### config.mk
export PLATFORM = sky130hd
export DESIGN_NAME = seq_detector
export DESIGN_NICKNAME = d
export VERILOG_FILES = /design/src/rtl/seq_detector.sv
export SDC_FILE = /design/constraint.sdc
export NUM_CORES = 1
export LEC_CHECK = 0
export ABC_CLOCK_PERIOD_IN_PS = 2100
export BUFFER_PORTS_ARGS = -buffer_cell sky130_fd_sc_hd__buf_2
export CAP_MARGIN = 15
export CORE_UTILIZATION = 51
export DETAILED_ROUTE_END_ITERATION = 10
export HOLD_SLACK_MARGIN = 0.02
export PLACE_DENSITY = 0.81
export SLEW_MARGIN = 20
export SYNTH_ARGS = -nofsm -noshare
export SYNTH_HDL_FRONTEND = slang
export SYNTH_SLANG_ARGS = --single-unit
### constraint.sdc
create_clock -name clk -period 2.1 [get_ports clk]
set_input_delay 0.21 -clock clk [delete_from_list [all_inputs] [get_ports clk]]
set_output_delay 0.21 -clock clk [all_outputs]
set_load 0.02 [all_outputs]
### src/rtl/seq_detector.sv
`default_nettype none
// ============================================================================
//  Module   : seq_detector
//  Purpose  : Parametrised serial sequence recognizer. Watches the 1-bit
//             serial input `a` (qualified by `en`) for a LEN-bit PATTERN,
//             MSB received first. Produces a combinational Mealy match `m`,
//             a registered copy `n` one cycle later, and a saturating match
//             counter. Overlapping or non-overlapping detection is selected
//             by OVERLAP.
//  Ports    : clk   - clock, all state updates on posedge
//             rst   - asynchronous active-high reset
//             en    - sample enable, `a` consumed only when en=1
//             clear - synchronous clear of history, n and count
//             a     - serial data input
//             m     - combinational match for the current cycle
//             n     - registered match, one cycle after m
//             count - number of matches, saturating at all-ones
//  Macro    : SEQ_DET_TIMEOUT_EN - when defined, an idle counter discards a
//             partial sequence after IDLE_MAX consecutive cycles with en=0.
//  Revision : 1.0 - initial release
// ============================================================================
module seq_detector #(
    parameter int             LEN      = 4,
    parameter logic [LEN-1:0] PATTERN  = 4'b1101,
    parameter bit             OVERLAP  = 1'b1,
    parameter int             CNT_W    = 8,
    parameter int             IDLE_MAX = 16
) (
    input  logic             clk,
    input  logic             rst,
    input  logic             en,
    input  logic             clear,
    input  logic             a,
    output logic             m,
    output logic             n,
    output logic [CNT_W-1:0] count
);

    localparam int                  c_FILL_W   = $clog2(LEN);
    localparam logic [c_FILL_W-1:0] c_FILL_MAX = c_FILL_W'(LEN - 1);

    generate
        if (LEN < 2 || LEN > 32 || CNT_W < 1 || IDLE_MAX < 1) begin : g_bad_param
            $error("seq_detector: illegal parameter combination");
        end
    endgenerate

    logic [LEN-2:0]      r_hist;
    logic [LEN-2:0]      w_hist_next;
    logic [c_FILL_W-1:0] r_fill;
    logic [c_FILL_W-1:0] w_fill_next;
    logic [CNT_W-1:0]    r_count;
    logic [CNT_W:0]      w_cnt_inc;
    logic                r_n;
    logic                w_match;
    logic                w_idle_hit;

    // Newest bit enters at the LSB; LEN=2 has a single history bit.
    generate
        if (LEN == 2) begin : g_hist_len2
            assign w_hist_next = a;
        end else begin : g_hist_wide
            assign w_hist_next = {r_hist[LEN-3:0], a};
        end
    endgenerate

    // rst is included so m stays low for as long as reset is held.
    assign w_match = en & ~clear & ~rst & (r_fill == c_FILL_MAX)
                   & ({r_hist, a} == PATTERN);

    // Extra top bit flags that count is already all-ones.
    assign w_cnt_inc = {1'b0, r_count} + 1'b1;

    always_comb begin
        w_fill_next = r_fill;
        if (w_match && !OVERLAP) begin
            w_fill_next = '0;
        end else if (r_fill != c_FILL_MAX) begin
            w_fill_next = r_fill + 1'b1;
        end
    end

`ifdef SEQ_DET_TIMEOUT_EN
    localparam int                  c_IDLE_W   = $clog2(IDLE_MAX + 1);
    localparam logic [c_IDLE_W-1:0] c_IDLE_MAX = c_IDLE_W'(IDLE_MAX);

    logic [c_IDLE_W-1:0] r_idle;
    logic [c_IDLE_W-1:0] w_idle_next;

    assign w_idle_next = (r_idle == c_IDLE_MAX) ? r_idle : r_idle + 1'b1;
    // Fires on the edge where the idle count reaches (or sits at) the limit.
    assign w_idle_hit  = (w_idle_next == c_IDLE_MAX);

    always_ff @(posedge clk or posedge rst) begin
        if (rst) begin
            r_idle <= '0;
        end else if (clear || en) begin
            r_idle <= '0;
        end else begin
            r_idle <= w_idle_next;
        end
    end
`else
    assign w_idle_hit = 1'b0;
`endif

    always_ff @(posedge clk or posedge rst) begin
        if (rst) begin
            r_hist  <= '0;
            r_fill  <= '0;
            r_n     <= 1'b0;
            r_count <= '0;
        end else begin
            r_n <= w_match;
            if (clear) begin
                r_hist  <= '0;
                r_fill  <= '0;
                r_n     <= 1'b0;
                r_count <= '0;
            end else if (en) begin
                r_hist <= w_hist_next;
                r_fill <= w_fill_next;
                if (w_match && !w_cnt_inc[CNT_W]) begin
                    r_count <= w_cnt_inc[CNT_W-1:0];
                end
            end else if (w_idle_hit) begin
                r_fill <= '0;
            end
        end
    end

    assign m     = w_match;
    assign n     = r_n;
    assign count = r_count;

endmodule
`default_nettype wire

# Word level (Yosys, flattened, before mapping)
# Cells that the tools add are included.
op_classes:
  bitwise_logic: 6
  muxes: 9
  add_sub_neg: 2
  reduce_logical: 7
  n_eq_ne: 3
ops:
  columns: ["operator", "count"]
  rows:
  - ["$mux W8", 3]
  - ["$add A8 B1 Y9 const B", 1]
  - ["$mux W2", 3]
  - ["$mux W3", 2]
  - ["$reduce_bool A2 Y1", 3]
  - ["$and A1 B1 Y1", 4]
  - ["$eq A4 B4 Y1 const B", 1]
  - ["$reduce_and A2 Y1", 2]
  - ["$add A2 B1 Y2 const B", 1]
  - ["$eq A2 B2 Y1 const B", 1]
  - ["$ne A2 B2 Y1 const B", 1]
  - ["$not A1 Y1", 2]
  - ["$logic_and A1 B1 Y1", 1]
  - ["$logic_not A1 Y1", 1]
  - ["$mux W1", 1]
word_totals:
  inputBits: 5
  elab_cells: 31
  register_bits: 14
  output_inout_bits: 10

# Logic depth before layout (Yosys ltp)
depth:
  word_depth: 9
  depth_mapped: 5

# Worst setup path before layout
# No wires, ideal clock.
synth_timing:
  path_type: "register to register"
  from: "register r_count[0] (netlist: count[0])"
  to: "register r_count[7] (netlist: count[7])"
  setup_slack_ns: 0.524
  stages_incl_launch_ff: 6
  setup_time_ns: 0.077
  required_time_ns: 2.023
  t_arrival_ns: 1.498
  period_less_slack_ns: 1.576
  cell_sequence: "dfrtp_1 ha_1 nand3_1 o2111ai_4 or3_1 a21oi_1"
synth_between:
  elab_chain_cells: 5
synth_lines:
  columns: ["element", "line_no", "text"]
  rows:
  - ["from (decl)", "52", "logic [CNT_W-1:0] r_count;"]
  - ["from (signal assigned)", "124", "r_count <= w_cnt_inc[CNT_W-1:0];"]
  - ["$add A8 B1 Y9 (*)", "72", "assign w_cnt_inc = {1'b0, r_count} + 1'b1;"]
  - ["$logic_not A1 Y1", "123", "if (w_match && !w_cnt_inc[CNT_W]) begin"]
  - ["$logic_and A1 B1 Y1", "123", null]
  - ["$reduce_bool A2 Y1 (no line)", null, null]
  - ["$reduce_and A2 Y1 (no line)", null, null]
# Mark *: on every way between the ends. The rest lies on a longest branch, timed or not. The select of a mux whose other input is x is not followed.
# A chain may end at the register's enable or synchronous reset.

# Final worst setup path
layout_timing:
  from: "input rst"
  to: "output m"
layout_between:
  elab_chain_cells: 4
layout_lines:
  columns: ["element", "line_no", "text"]
  rows:
  - ["from (decl)", "30", "input logic rst,"]
  - ["$not A1 Y1", "68", "assign w_match = en & ~clear & ~rst & (r_fill == c_FILL_MAX)"]
  - ["$and A1 B1 Y1 (2 in a row)", "68", null]
  - ["$and A1 B1 Y1", "69", "& ({r_hist, a} == PATTERN);"]
  - ["to (decl)", "34", "output logic m,"]
# No other way between the ends.

==> summary.txt <==
leak pwr: 0.4205 nW
Post CTS Setup Buffer Count: 0
crit path DAT: 1510 ps
Critical Path Start Type: input pin
# H-tree levels: 1
max_cap viols: 0
largest net degree at the start of global routing: 15
WL final: 1318 um
Tightest Pin Transition: 506.7 ps
worst min-delay path class: input pin to flop
Psw: 0.0001096 W
pwr dens: 594.4 nW/um^2
Worst path slowest cell: dlygate4sd3_1
final max-slew violation count: 0
Combinational Power Share: 6.5%
vias post-DR: 549
CTS max path bufs: 2
setup_tns: 0 ps
drt wl/cell: 13.59 um
Min Hold Slack: 194.5 ps
Post-synth EDFFs: 0
Layout Utilization: 65.29%
DIE WIDTH: 39.53 um
clock period minus worst slack: 1724 ps
CTS tree: done
I/O Buffers: 14
fmax: 0.5800 GHz
Post-synth top flop: dfrtp_1
Setup-failing EPs final: 0
Crit path required time: 1890 ps
crit-path cells: dlygate4sd3_1 -> buf_2 -> and4b_4 -> and2_1 -> buf_2
Syn Inst Count: 64
library cells used by synthesis: 26
Ys Warns: 0
GP Congestion: 0.7666
clock power share: 38.2%
critical path class: input pin to primary output
area share of the largest cell type after synthesis: 48.78%
final net count: 90
row count: 13
DRT Pass-1 Iters: 4
ant diodes: 0
Synth Cell Area: 718.2 sq um
total global-route track usage: 20.12%
starting density of the core: 55.19%
Routed Antenna Nets: 0
outcome: completed
Seq/Total Area, Yosys: 48.78%
share of cells above drive strength 1: 28.05%
CP Capture Type: primary output
top post-synthesis cells by count: dfrtp_1, nor2_1, mux2i_1, a21oi_1, or3_1
Tcrit/Tclk final: 82.11%
TritonCTS Buffers: 3
initial antenna violation count: 0
critical path's largest stage delay: 530 ps
Setup Skew: 1.922 ps
Post-DP HPWL: 961.5 um
die footprint: 1562 sq um
Reg clk slew, reported paths: 80 ps
Die H: 39.53 um
Ports: 15
P&R area growth vs syn: 18.29%
max_slew headroom: 66.18%
Sw Share: 21.71%
flop2flop setup slack: 510 ps
core area: 1301 sq um
#FFs+latches synth: 14
Root Driver: clkbuf_4
initial DRC count: 1
Int Power: 0.0003953 W
most frequent CP cell: buf_2
drt drc: 0
synth top area cells: dfrtp_1, mux2i_1, nor2_1
Seq pwr share: 55.3%
total grt overflow: 0
crit-path max FO: 5
RSZ-0062 raised after global routing: no
Vias/cell: 5.660
VDD IR-drop max: 354.9 uV
most common cell in the netlist: dfrtp_1
Worst-Skew Late Latency: 280 ps
final hold violations: 0
number of global-route vias before repair: 477
syn_nets: 71
syn_area_per_cell: 11.22 sq um
post-synth top area cell: dfrtp_1
first-pass GRT wire length: 2028 um
fraction of registers with async set/reset: 100.0%
Clock Sinks: 14
==> layout make-up <==
| type | instances | area, sq um |
|---|---|---|
| multi-input cells | 46 | 352.8 |
| clock buffers | 4 | 36.28 |
| repair buffers | 15 | 80.08 |
| fillers | 109 | 451.7 |
| flip-flops and latches | 14 | 350.3 |
| inverters | 3 | 11.26 |
| well taps | 15 | 18.77 |
==> per-stage QoR <==
stage / std cells / setup slack (ps) / power, W / area [sq um]
6_report: 97 / 375.7 / 0.0005049 / 849.6
5_1_grt: 97 / 304.3 / 0.0005208 / 849.6
4_1_cts: 97 / 367.2 / 0.0005080 / 849.6
3_5_place_dp: 92 / 530.1 / 0.0003172 / 803.3
3_3_place_gp: 92 / 585.8 / 0.0003153 / 803.3
2_1_floorplan: 64 / 524.2 / 0.0003057 / 718.2
==> worst paths after layout <==
kind,start,endpoint,cells after the start
worst min register to register,r_hist[2],r_hist[2],2
max in group asynchronous,rst,count[0],3
worst max register to register,count[0],count[7],5
worst max-delay path,rst,m,5
min in group asynchronous,rst,r_hist[1],3
worst min-delay path,a,r_hist[0],3
==> cell usage in the layout (no fill, tap or decap), types with 2 or more instances in the layout <==
cell      Yosys  final
nor2_1        8      8
ha_1          2      2
clkbuf_4      0      3
xor2_1        2      2
mux2i_1       5      5
o21ai_0       2      2
dfrtp_1      14     14
nand3_1       2      2
inv_1         3      3
and2_1        2      2
a21oi_1       4      4
buf_2         0     14
or3_1         4      4
o21ai_1       2      2
==> metal layers <==
metal  global-route usage (%)  up-vias  routed length, um
li1                         -      268                  -
met5                        0        -                  0
met4                    10.34        0                 36
met3                    3.409        5                 39
met2                    31.97       14                677
met1                    25.91      262                564
==> power by group through the flow <==
stage / clock network [W] / logic [W] / registers, W
after global routing: 0.000203 / 0.0000377 / 0.000280
final: 0.000193 / 0.0000330 / 0.000279
after CTS: 0.000195 / 0.0000338 / 0.000279
after detailed placement: 0 / 0.0000323 / 0.000285
after global placement: 0 / 0.0000311 / 0.000284
after floorplan: 0 / 0.0000218 / 0.000284
==> sequential cells by signal, summed over array words and instances, names as in the netlist <==
name / cells
r_hist: 3
count: 8
r_fill: 2
n: 1
==> kinds of logic after synthesis <==
family / after synthesis / synth area share, %
simple gates: 25 / 21.78
buf+inv: 4 / 2.090
fa+ha+maj: 2 / 3.484
compound gates: 11 / 13.24
xor+xnor: 3 / 3.659
flops: 14 / 48.78
mux: 5 / 6.969
==> worst max-delay path: cells and delay by family <==
family,cells,cell delay (ps)
buffers and inverters,3,800
and+or+nand+nor,2,510
==> timing repair <==
| item | CTS | global route |
|---|---|---|
| gates resized for setup | 0 | 0 |
| endpoints found under the hold margin | 14 | 0 |
| hold buffers | 1 | 0 |
Note: power is estimated with default switching activity, not from simulation.
